File: src/rtl/wb_master_pkg.sv
// Shared types for the Wishbone classic single-access initiator.
package wb_master_pkg;

  typedef enum logic [1:0] {
    IDLE    = 2'd0,
    ACCESS  = 2'd1,
    RELEASE = 2'd2
  } state_t;

endpackage

File: src/rtl/wb_master.sv
// Wishbone classic single-access initiator with a four-phase STB/ACK handshake.
// Optional ACCESS timeout abort is enabled by defining WB_MASTER_TIMEOUT_EN.
module wb_master
  import wb_master_pkg::*;
#(
  parameter int ADDR_WIDTH     = 32,
  parameter int DATA_WIDTH     = 32,
  parameter int TIMEOUT_CYCLES = 255
) (
  input  logic                    clk_i,
  input  logic                    rst_i,
  input  logic                    req_i,
  input  logic                    we_i,
  input  logic [ADDR_WIDTH-1:0]   addr_i,
  input  logic [DATA_WIDTH-1:0]   data_i,
  input  logic [DATA_WIDTH/8-1:0] sel_i,
  output logic                    ready_o,
  output logic                    done_o,
  output logic                    err_o,
  output logic [DATA_WIDTH-1:0]   data_o,
  output logic [ADDR_WIDTH-1:0]   ADR_O,
  output logic [DATA_WIDTH-1:0]   DAT_O,
  input  logic [DATA_WIDTH-1:0]   DAT_I,
  output logic                    WE_O,
  output logic [DATA_WIDTH/8-1:0] SEL_O,
  output logic                    STB_O,
  output logic                    CYC_O,
  input  logic                    ACK_I
);

  localparam int SEL_W = DATA_WIDTH / 8;

  state_t                r_state, w_state;
  logic                  r_ready, w_ready;
  logic                  r_done,  w_done;
  logic                  r_err,   w_err;
  logic                  r_stb,   w_stb;
  logic                  r_we,    w_we;
  logic [DATA_WIDTH-1:0] r_data,  w_data;
  logic [ADDR_WIDTH-1:0] r_adr,   w_adr;
  logic [DATA_WIDTH-1:0] r_dat,   w_dat;
  logic [SEL_W-1:0]      r_sel,   w_sel;

`ifdef WB_MASTER_TIMEOUT_EN
  localparam int CNT_W = $clog2(TIMEOUT_CYCLES + 1);
  logic [CNT_W-1:0] r_cnt, w_cnt;
`endif

  // Next-state and next-output decode; every output is registered below.
  always_comb begin
    w_state = r_state;
    w_ready = r_ready;
    w_done  = 1'b0;
    w_err   = r_err;
    w_stb   = r_stb;
    w_we    = r_we;
    w_data  = r_data;
    w_adr   = r_adr;
    w_dat   = r_dat;
    w_sel   = r_sel;
`ifdef WB_MASTER_TIMEOUT_EN
    w_cnt   = r_cnt;
`endif
    case (r_state)
      IDLE: begin
        if (req_i) begin
          w_adr   = addr_i;
          w_sel   = sel_i;
          w_we    = we_i;
          w_stb   = 1'b1;
          w_ready = 1'b0;
          w_state = ACCESS;
          // DAT_O keeps its last write value across reads
          if (we_i) begin
            w_dat = data_i;
          end else begin
            w_dat = r_dat;
          end
`ifdef WB_MASTER_TIMEOUT_EN
          w_cnt = {CNT_W{1'b0}};
`endif
        end else begin
          w_ready = 1'b1;
        end
      end
      ACCESS: begin
        // A stale ACK on entry counts: the slave only drops it once STB falls
        if (ACK_I) begin
          w_stb   = 1'b0;
          w_done  = 1'b1;
          w_err   = 1'b0;
          w_state = RELEASE;
          if (!r_we) begin
            w_data = DAT_I;
          end else begin
            w_data = r_data;
          end
        end
`ifdef WB_MASTER_TIMEOUT_EN
        else if (r_cnt == CNT_W'(TIMEOUT_CYCLES - 1)) begin
          w_stb   = 1'b0;
          w_done  = 1'b1;
          w_err   = 1'b1;
          w_state = RELEASE;
        end else begin
          w_cnt = r_cnt + CNT_W'(1);
        end
`else
        else begin
          w_state = ACCESS;
        end
`endif
      end
      RELEASE: begin
        if (!ACK_I) begin
          w_state = IDLE;
          w_ready = 1'b1;
          w_we    = 1'b0;
        end else begin
          w_state = RELEASE;
        end
      end
      default: begin
        w_state = IDLE;
        w_ready = 1'b1;
        w_stb   = 1'b0;
        w_we    = 1'b0;
      end
    endcase
  end

  // State and output registers; reset abandons any access in flight.
  always_ff @(posedge clk_i or posedge rst_i) begin
    if (rst_i) begin
      r_state <= IDLE;
      r_ready <= 1'b1;
      r_done  <= 1'b0;
      r_err   <= 1'b0;
      r_stb   <= 1'b0;
      r_we    <= 1'b0;
      r_data  <= {DATA_WIDTH{1'b0}};
      r_adr   <= {ADDR_WIDTH{1'b0}};
      r_dat   <= {DATA_WIDTH{1'b0}};
      r_sel   <= {SEL_W{1'b0}};
`ifdef WB_MASTER_TIMEOUT_EN
      r_cnt   <= {CNT_W{1'b0}};
`endif
    end else begin
      r_state <= w_state;
      r_ready <= w_ready;
      r_done  <= w_done;
      r_err   <= w_err;
      r_stb   <= w_stb;
      r_we    <= w_we;
      r_data  <= w_data;
      r_adr   <= w_adr;
      r_dat   <= w_dat;
      r_sel   <= w_sel;
`ifdef WB_MASTER_TIMEOUT_EN
      r_cnt   <= w_cnt;
`endif
    end
  end

  assign ready_o = r_ready;
  assign done_o  = r_done;
  assign err_o   = r_err;
  assign data_o  = r_data;
  assign ADR_O   = r_adr;
  assign DAT_O   = r_dat;
  assign WE_O    = r_we;
  assign SEL_O   = r_sel;
  assign STB_O   = r_stb;
  assign CYC_O   = r_stb;

endmodule

File: config.mk
export PLATFORM = sky130hd
export DESIGN_NAME = wb_master
export DESIGN_NICKNAME = d
export VERILOG_FILES = /design/src/rtl/wb_master_pkg.sv /design/src/rtl/wb_master.sv
export SDC_FILE = /design/constraint.sdc
export NUM_CORES = 1
export LEC_CHECK = 0
export CORE_MARGIN = 3
export CORE_UTILIZATION = 40
export DETAILED_ROUTE_END_ITERATION = 12
export PLACE_DENSITY = 0.89
export SYNTH_ARGS = -nofsm -noshare
export SYNTH_HDL_FRONTEND = slang
export SYNTH_SLANG_ARGS = --single-unit
File: constraint.sdc
create_clock -name clk_i -period 6.1 [get_ports clk_i]
set_input_delay 1.22 -clock clk_i [delete_from_list [all_inputs] [get_ports clk_i]]
set_output_delay 1.22 -clock clk_i [all_outputs]
set_load 0.01 [all_outputs]
# Word level (Yosys, flattened, before mapping)
# Cells that the tools add are included.
# word_totals
inputBits	105
out_inout_bits	106
word_cells	39
ff_bits	106
# classes
n_eq_ne	5
n_mux	15
reduce_logical	7
bitwise	3
# op_table
op	n
AND reduction 3 bit	4
one-hot mux 1 bit (3 select lines)	3
2-to-1 mux 1 bit	8
2-to-1 mux 2 bit	3
inequality test 2 bit (second input constant)	3
one-hot mux 2 bit (3 select lines)	1
AND reduction 2 bit	2
inverter 1 bit	3
== test 2 x 1 -> 1 bit (second input constant)	1
== test 2 bit (second input constant)	1
zero test 2 bit	1

# Depth between registers and ports, before layout
# depth
ltp_word	3
depth_mapped	6
depth_no_buf	3

# Least setup slack after synthesis
# No wires, ideal clock.
# synth_timing
kind	input -> register
startpoint	in req_i
endpoint	reg r_adr[10], in the netlist ADR_O[10]
setup_ns	0.125
setup_slack_ns	3.881
required_time_ns	5.975
path_stages	4
arrival_time_ns	2.094
n_path_buf	2
path_cell_list	nor3b_1 > buf_2 > buf_4 > mux2_2
# synth_between
elab_chain_len	1
# synth_rtl
item	line	rtl
start, declared	wb_master.sv:12	input logic req_i,
AND reduction 2 bit (no source line)	--	
end signal, assigned	wb_master.sv:142	r_adr <= {ADDR_WIDTH{1'b0}};
end signal, assigned	wb_master.sv:156	r_adr <= w_adr;
end, declared	wb_master.sv:40	logic [ADDR_WIDTH-1:0] r_adr, w_adr;
# No other way between the ends.
# A chain may end at the register's enable or synchronous reset.

# Final worst setup path
# layout_timing
startpoint	in ACK_I
endpoint	reg r_data[30], in the netlist data_o[30]
# layout_between
elab_chain_len	1
# layout_rtl
item	line	rtl
start, declared	wb_master.sv:28	input logic ACK_I
AND reduction 3 bit (no source line)	--	
end signal, assigned	wb_master.sv:141	r_data <= {DATA_WIDTH{1'b0}};
end signal, assigned	wb_master.sv:155	r_data <= w_data;
end, declared	wb_master.sv:39	logic [DATA_WIDTH-1:0] r_data, w_data;
# No other way between the ends.

==> impl_metrics.env <==
export IMPL_start_util_pct=42.0
export IMPL_grt_max_degree=57
export IMPL_hold_path_startpoint="data_o[12]"
export IMPL_finalHoldViolations=0
export IMPL_critPathKind="in -> reg"
export IMPL_drt_iter0_drc=117
export IMPL_cts_tree="yes"
export IMPL_syn_area_um2=4200
export IMPL_hold_path_class="reg -> reg"
export IMPL_ir_worst_vdd_mv=0.276
export IMPL_cts_made_buffers=9
export IMPL_num_vias=2833
export IMPL_rsz0062_at_grt="no"
export IMPL_insertion_delay_ps=370
export IMPL_routed_via_density=4.79
export IMPL_async_reset_ff_share_pct=100
export IMPL_cpPeakStageDelay_ps=560
export IMPL_overflow=0
export IMPL_dieArea_um2=11800
export IMPL_die_width_um=108
export IMPL_io_pins=211
export IMPL_critPathLaunch="ACK_I"
export IMPL_p_clk_share_pct=12.7
export IMPL_finalSetupViolCount=0
export IMPL_cp_required_ps=6360
export IMPL_path_cells="clkdlybuf4s50_1 -> and3b_1 -> nor2b_4 -> buf_4 -> mux2_2"
export IMPL_pwr_share_seq_pct=38.7
export IMPL_cts_clk_slew_worst_paths_ps=90
export IMPL_swShare_pct=30.0
export IMPL_slew_headroom_pct=51.3
export IMPL_place_hpwl_mm=7.91
export IMPL_fmax_mhz=364
export IMPL_drc=0
export IMPL_synth_nets=350
export IMPL_post_cts_resized=0
export IMPL_synth_most_common_cell="dfrtp_1"
export IMPL_synthTopCellsByCount="105 x dfrtp_1, 70 x mux2_2, 30 x mux2_4, 8 x buf_4"
export IMPL_cp_arrival_ps=3010
export IMPL_cp_end_kind="register"
export IMPL_yosysTopAreaCell="dfrtp_1"
export IMPL_fin_hold_ws_ps=514
export IMPL_cts_sinks=106
export IMPL_min_period_ps=2750
export IMPL_layout_cells_non_filler=591
export IMPL_status="finished clean"
export IMPL_fin_nets=559
export IMPL_critPathBufInv=2
export IMPL_comb_power_share_pct=48.6
export IMPL_crit_slowest_cell="clkdlybuf4s50_1"
export IMPL_post_route_period_util_pct=45.1
export IMPL_track_usage_pct=18.0
export IMPL_syn_area_per_cell_um2=17.1
export IMPL_diodes=0
export IMPL_ys_seq_area_share_pct=63.2
export IMPL_clock_skew_ps=5.46
export IMPL_dp_cells=576
export IMPL_ys_ff_latch=106
export IMPL_grt_pass1_wl_mm=16.0
export IMPL_cts_buffer_depth=2
export IMPL_synth_edf_count=0
export IMPL_reg2reg_from="r_state[1]"
export IMPL_drt_first_pass_iters=4
export IMPL_cap_violations=0
export IMPL_cpLargestDelayFamily="buffers and inverters"
export IMPL_rows=36
export IMPL_leakagePower_nw=2.72
export IMPL_critPathLaunchType="primary input"
export IMPL_cts_setup_buffers=0
export IMPL_yosysWarningCount=0
export IMPL_die_h_um=108
export IMPL_coreArea_um2=10000
export IMPL_critPathMaxFanout=32
export IMPL_synth_ff_type="dfrtp_1"
export IMPL_tns_ps=0
export IMPL_p_sw_mw=0.993
export IMPL_netlist_instances=245
export IMPL_h_tree_depth=3
export IMPL_cts_root_buf="clkbuf_8"
export IMPL_wl_per_cell_um=17.7
export IMPL_netlist_top_cells_area="dfrtp_1 63%, mux2_2 19%, mux2_4 11%, buf_12 1.4%, buf_4 1.4%"
export IMPL_yosysTopAreaCellShare_pct=62.6
export IMPL_p_int_mw=2.32
export IMPL_ctsHoldBuffers=0
export IMPL_synth_lib_cells_used_distinct=27
export IMPL_routed_wl_mm=10.5
export IMPL_tightestPinTransition_ps=730
export IMPL_antenna_left=0
export IMPL_grt_pass1_vias=3089
export IMPL_globalplace_congestion=0.671
export IMPL_fin_util_pct=65.3
export IMPL_antenna_found_initial=0
export IMPL_io_buffers=209
export IMPL_syn_to_final_growth_pct=55.4
export IMPL_drv_slew=0
export IMPL_fillers=746
export IMPL_power_density_nw_per_um2=508
export IMPL_drive_above_1_share_pct=26.6
state kept, by name (all words and copies together) (netlist names):
register / flops
ADR_O: 32
CYC_O: 1
DAT_O: 32
SEL_O: 4
WE_O: 1
data_o: 32
done_o: 1
r_state: 2
ready_o: 1
routing by layer:
metal | GRT usage, % | vias up | wire, µm
met5 | 0 | - | 0
met4 | 6.13 | 0 | 187
met3 | 9.01 | 18 | 1020
met2 | 31.3 | 142 | 5530
met1 | 18.8 | 1407 | 3720
li1 | - | 1266 | -
cells in the final DEF, fill, tap and decap left out:
cell type	count
nand3_1	1
nand2_1	3
nor3_1	1
nand2b_1	2
conb_1	1
dfrtp_1	105
clkbuf_1	2
mux2_2	70
buf_4	4
nand4b_1	1
nand3b_1	1
a21oi_1	2
mux2_4	30
o21ai_0	1
clkdlybuf4s50_1	209
nor2b_4	1
nor3_4	1
nor3b_2	1
inv_1	1
inv_4	1
clkbuf_8	10
and3b_1	1
a211oi_1	1
clkinv_2	2
nor2_1	2
and2_1	1
dfstp_2	1
bufinv_16	1
xor2_1	1
worst paths after layout:
| check | to | slack, ps | depth (start not counted) |
|---|---|---|---|
| worst min-delay path | data_o[12] | 510 | 1 |
| max in group asynchronous | DAT_O[26] | 3610 | 3 |
| worst max-delay path | data_o[30] | 3350 | 5 |
| worst max register to register | data_o[30] | 4160 | 4 |
| min in group asynchronous | data_o[13] | 1290 | 2 |
| worst min register to register | data_o[12] | 510 | 1 |
cell families (layout without fill, tap and decap cells):
family,Yosys count,after routing,synth area share [%]
buffers and inverters,17,230,4.02
XOR/XNOR,1,1,0.209
flip-flops,106,106,63.2
multiplexers,100,100,29.5
other,1,1,0.0893
AO/OA/AOI/OAI,4,4,0.536
AND/OR/NAND/NOR,16,16,2.47
through the flow:
| stage | worst slack (ps) | area, µm² | power (mW) |
|---|---|---|---|
| 2_1_floorplan | 2090 | 4200 | 2.05 |
| 6_report | 3350 | 6530 | 3.31 |
| 3_5_place_dp | 2950 | 6340 | 2.93 |
| 5_1_grt | 3290 | 6530 | 3.51 |
| 3_3_place_gp | 3010 | 6340 | 2.86 |
| 4_1_cts | 3340 | 6530 | 3.36 |
layout make-up:
| type | instances | area (µm²) | area share, % |
|---|---|---|---|
| inverters | 2 | 10.0 | 0.153 |
| repair buffers | 213 | 2120 | 32.5 |
| flip-flops and latches | 106 | 2650 | 40.7 |
| clock buffers | 12 | 145 | 2.22 |
| clock inverters | 3 | 40.0 | 0.613 |
| multi-input cells | 122 | 1390 | 21.3 |
| well taps | 133 | 166 | 2.55 |
power by group through the flow:
stage | logic (mW) | registers (mW) | clock network, mW
final | 1.61 | 1.28 | 0.420
after global routing | 1.71 | 1.33 | 0.465
after CTS | 1.64 | 1.29 | 0.438
after detailed placement | 1.63 | 1.30 | 0
after global placement | 1.59 | 1.27 | 0
after floorplan | 0.626 | 1.42 | 0
Note: power is estimated with default switching activity, not from simulation.
==> edit 1: new RTL, same flow settings <==
The option `WB_MASTER_TIMEOUT_EN` is turned on by a define.
--- a/src/rtl/wb_master.sv
+++ b/src/rtl/wb_master.sv
@@ -1,5 +1,7 @@
 // Wishbone classic single-access initiator with a four-phase STB/ACK handshake.
 // Optional ACCESS timeout abort is enabled by defining WB_MASTER_TIMEOUT_EN.
+`define WB_MASTER_TIMEOUT_EN
+
 module wb_master
   import wb_master_pkg::*;
 #(
Formal check against the unedited RTL: same outputs for any inputs over 4 cycles, from zero or initial values and one cycle with rst_i high; that may be too few to reach the edited logic, so the function may still have changed.
==> edit 1 against the original RTL <==
- via count is 16% higher
- area after synthesis is 7.9% higher
- cell area is 13% higher
- worst setup slack worse by 0.016 ns
- total power is 20% higher
- sequential cell count is 9 higher
- routed wire length is 10% higher
- critical path type is now flop to primary output
- largest cell class unchanged
==> edit 1: results (changes against the original RTL) <==
CTS
  • Clock Latency Late Sink: 0.39 ns (was 0.37 ns)
  • Htree depth: 4 (was 3)
  • TritonCTS buffer count: 17 (was 9)
  • Clock Tree Root: clkbuf_16 (was clkbuf_8)

Synthesis
  • Synth top area cells: dfrtp_1 (63%), mux2_2 (25%), buf_2 (1.2%) (was dfrtp_1 (63%), mux2_2 (19%), mux2_4 (11%))
  • Post-synthesis xor/xnor area fraction: 0 (was 0.00209)
  • Register area share after synthesis: 0.635 (was 0.632)
  • Commonest cells post-synth: dfrtp_1 (114), mux2_2 (101), buf_2 (11) (was dfrtp_1 (105), mux2_2 (70), mux2_4 (30))
  • Post-synthesis cell type count: 33 (was 27)
  • Avg Cell Area, Syn: 15.3 µm² (was 17.1 µm²)
  • Area fraction in compound gates after synthesis: 0.0467 (was 0.00536)
  • Post-Syn Nets: 403 (was 350)

Run status
  • Status: completed (unchanged)

Detailed routing
  • Vias: 3299 (was 2833)
  • Detailed Route WL: 11500 µm (was 10500 µm)
  • DR WL/cell: 17.2 µm (was 17.7 µm)
  • Initial DRC Count: 245 (was 117)

Layout
  • Share of layout cells above drive strength 1: 0.267 (was 0.266)
  • Total Nets Final: 622 (was 559)

Global route
  • First-pass GRT wire length: 18800 µm (was 16000 µm)
  • GRT Util Overall: 0.188 (was 0.180)

Placement
  • GPL Wtd Cong: 0.840 (was 0.671)
  • HPWL after DPL: 8420 µm (was 7910 µm)
  • Quantity of I/O buffers inserted on ports: 210 (was 209)
  • Post-Place Cells: 636 (was 576)

Setup path
  • R2R setup slack: 4.18 ns (was 4.16 ns)
  • Worst-path maximum fanout: 3 (was 32)
  • Worst R2R End: data_o[18] (was data_o[30])
  • CP arrival: 1.55 ns (was 3.01 ns)

STA
  • Skew final: 0.00741 ns (was 0.00546 ns)
  • Slew headroom: 0.428 (was 0.513)

Power and ir drop
  • Leak: 3.02 nW (was 2.72 nW)
  • Maximum vdd drop: 0.268 mV (was 0.276 mV)
## edit 1: cell count changes in the layout (fill, tap and decap cells not counted), sizes merged, moves of 4 or more
cell and delta:
clkbuf +10, dfrtp +9, o211ai +6, a31oi +5, inv +5, o21ai +5
nand2 +4
## edit 1: layer usage
layer  global-route usage  share of wire  vias up
li1                     -              -     1513
met1                0.222           0.40     1596
met2                0.314           0.49      173
met3               0.0798           0.11       17
met4               0.0577          0.011        0
met5                    0              0        -
## edit 1: how the worst min path moves through the flow
stage / start / end / slack [ns] / cells past startpoint
after floorplan: r_cnt[4] / r_cnt[4] / 0.51 / 1
after global placement: ADR_O[19] / ADR_O[19] / 0.49 / 1
after detailed placement: ADR_O[22] / ADR_O[22] / 0.49 / 1
after CTS: ADR_O[22] / ADR_O[22] / 0.51 / 1
after global routing: ADR_O[4] / ADR_O[4] / 0.51 / 1
final: data_o[31] / data_o[31] / 0.50 / 1
## edit 1: cell type report
class / instances / area share
Timing Repair Buffer: 214 / 0.288
Tap cell: 140 / 0.0236
Sequential cell: 115 / 0.389
Multi-Input combinational cell: 160 / 0.212
Inverter: 7 / 0.00389
Clock buffer: 22 / 0.0627
Clock inverter: 10 / 0.0209
## edit 1: kinds of logic after synthesis
family          count (synthesis)
mux                           101
buf+inv                        21
simple gates                   29
flops                         115
compound gates                 28
fa+ha+maj                       2
## edit 1: stage by stage
step | instance area, µm² | setup WS, ns | hold WS, ns
final | 7410 | 3.33 | 0.502
after global routing | 7410 | 3.29 | 0.512
after CTS | 7410 | 3.31 | 0.505
after detailed placement | 6790 | 3.03 | 0.494
after global placement | 6790 | 3.09 | 0.488
after floorplan | 4530 | 1.84 | 0.508
## edit 1: where the power goes
part | leakage (nW) | internal (mW) | switching [mW]
Combinational | 1.34 | 1.01 | 0.582
Sequential | 1.37 | 1.13 | 0.224
Clock | 0.300 | 0.702 | 0.325
Total | 3.02 | 2.85 | 1.13
==> edit 2: new RTL, config.mk and constraints unchanged <==
Made on the original files. Reset style: synchronous (`rst_i`), changed in one clocked block.
--- a/src/rtl/wb_master.sv
+++ b/src/rtl/wb_master.sv
@@ -130,7 +130,7 @@
   end
 
   // State and output registers; reset abandons any access in flight.
-  always_ff @(posedge clk_i or posedge rst_i) begin
+  always_ff @(posedge clk_i) begin
     if (rst_i) begin
       r_state <= IDLE;
       r_ready <= 1'b1;
Behaviour: differs if rst_i is asserted again (counterexample within 4 cycles, from zero or initial values and one cycle with rst_i high); with rst_i held inactive, the same outputs for 4 cycles.
==> edit 2 against the original RTL <==
- sequential cell count is the same
- hold slack got worse by 0.057 ns
- critical path depth unchanged
- area after synthesis decreased by 9.2%
- cell area decreased by 6.9%
- routed wire length is 5.9% higher
- die area shrank 8.7%
- worst setup slack better by 0.12 ns
- maximum frequency is 4.7% higher
Power is not compared: it rests on default switching activity, and its combinational part moved more than twofold at a synthesized area within 25%.
==> edit 2: results (changes against the original RTL) <==
Layout
  • Fillers: 714 (was 746)
  • Share of layout cells above drive strength 1: 0.0354 (was 0.266)
  • Non-Filler Instances: 748 (was 591)
  • Total Nets Final: 722 (was 559)

Synthesis
  • Post-synth top area share: 0.557 (was 0.626)
  • Post-synthesis cell type count: 23 (was 27)
  • Commonest cells post-synth: nand2_1 (128), dfxtp_1 (106), a21oi_1 (67) (was dfrtp_1 (105), mux2_2 (70), mux2_4 (30))
  • Post-Syn Nets: 534 (was 350)
  • Ys flop type: dfxtp_1 (was dfrtp_1)
  • Async SR Flop Fraction: 0 (was 1.00)
  • Register area share after synthesis: 0.557 (was 0.632)
  • Synth top area cells: dfxtp_1 (56%), nand2_1 (13%), mux2i_1 (9.5%) (was dfrtp_1 (63%), mux2_2 (19%), mux2_4 (11%))
  • Syn Inst Count: 429 (was 245)

Setup path
  • Worst-path maximum fanout: 38 (was 32)
  • CP arrival: 2.82 ns (was 3.01 ns)
  • Crit path largest cell delay: 0.53 ns (was 0.56 ns)

Global route
  • GRT Util Overall: 0.203 (was 0.180)
  • GR Util met2: 0.382 (was 0.313)
  • Met1 global-route usage: 0.219 (was 0.188)
  • Largest net degree at the start of global routing: 106 (was 57)
  • First-pass GRT wire length: 18000 µm (was 16000 µm)
  • Met3 Resource Use GR: 0.0491 (was 0.0901)
  • Vias in the first global route: 3561 (was 3089)

Placement
  • GPL Wtd Cong: 0.722 (was 0.671)
  • Place WS: 3.11 ns (was 2.95 ns)
  • HPWL after DPL: 8130 µm (was 7910 µm)
  • Post-Place Cells: 732 (was 576)

STA
  • Skew final: 0.0117 ns (was 0.00546 ns)
  • Slew headroom: 0.310 (was 0.513)

Detailed routing
  • Initial DRC Count: 166 (was 117)
  • Via density: 4.76 (was 4.79)
  • DR WL/cell: 14.8 µm (was 17.7 µm)
  • 1st-pass router iterations: 5 (was 4)

CTS
  • Post-CTS sizing: 0 (unchanged)
  • TritonCTS buffer count: 9 (unchanged)
  • Clock Latency Late Sink: 0.35 ns (was 0.37 ns)

Run status
  • Status: completed (unchanged)
-- edit 2: cell types whose count changed after synthesis, sizes merged, moves of 3 or more --
cell / before / now
dfxtp: 0 / 106
dfrtp: 105 / 0
nor2: 2 / 38
a21oi: 2 / 67
clkbuf: 1 / 20
nand2b: 2 / 5
nand2: 3 / 128
mux2i: 0 / 36
mux2: 100 / 0
-- edit 2: worst reg2reg max path, cell delays in order, from the launching register on --
cell and delay, ns:
dfxtp_1 0.62, and4bb_2 0.78, nand2_1 0.15, a21oi_1 0.17
-- edit 2: routing by layer --
layer / share of wire / wire, µm
met3: 0.073 / 813
met5: 0 / 0
met4: 0.020 / 221
met1: 0.38 / 4230
met2: 0.52 / 5810
-- edit 2: kinds of logic after synthesis --
family / count (synthesis) / synth area share
other: 1 / 0.000984
muxes: 36 / 0.0945
DFF: 106 / 0.557
and+or+nand+nor: 179 / 0.195
buffers and inverters: 36 / 0.0584
AOI/OAI and AO/OA: 71 / 0.0948
-- edit 2: layout make-up --
type                       instances  share of cell area
clock inverter                     4             0.00844
multi-input combinational        287               0.244
clock buffer                      12              0.0239
sequential                       106               0.349
timing repair buffer             213               0.349
tap                              126              0.0259
-- edit 2: per-stage QoR --
stage          hold WS [ns]  instance area, µm²
6_report              0.457                6080
3_5_place_dp          0.446                5880
3_3_place_gp          0.441                5880
5_1_grt               0.481                6080
4_1_cts               0.459                6080
2_1_floorplan         0.481                3810
-- edit 2: where the power goes --
part / internal (mW) / switching, mW / leakage, nW
clock: 0.202 / 0.229 / 0.0966
combinational: 0.154 / 0.104 / 1.26
sequential: 0.728 / 0.0222 / 0.866
-- edit 2: worst paths after layout --
check                     to  slack, ns  startpoint  cells after the start
setup / recovery   ADR_O[15]       3.47       req_i                      5
setup reg to reg  data_o[24]       4.31  r_state[0]                      3
hold / removal     DAT_O[23]       0.46   DAT_O[23]                      2
hold reg to reg    DAT_O[23]       0.46   DAT_O[23]                      2
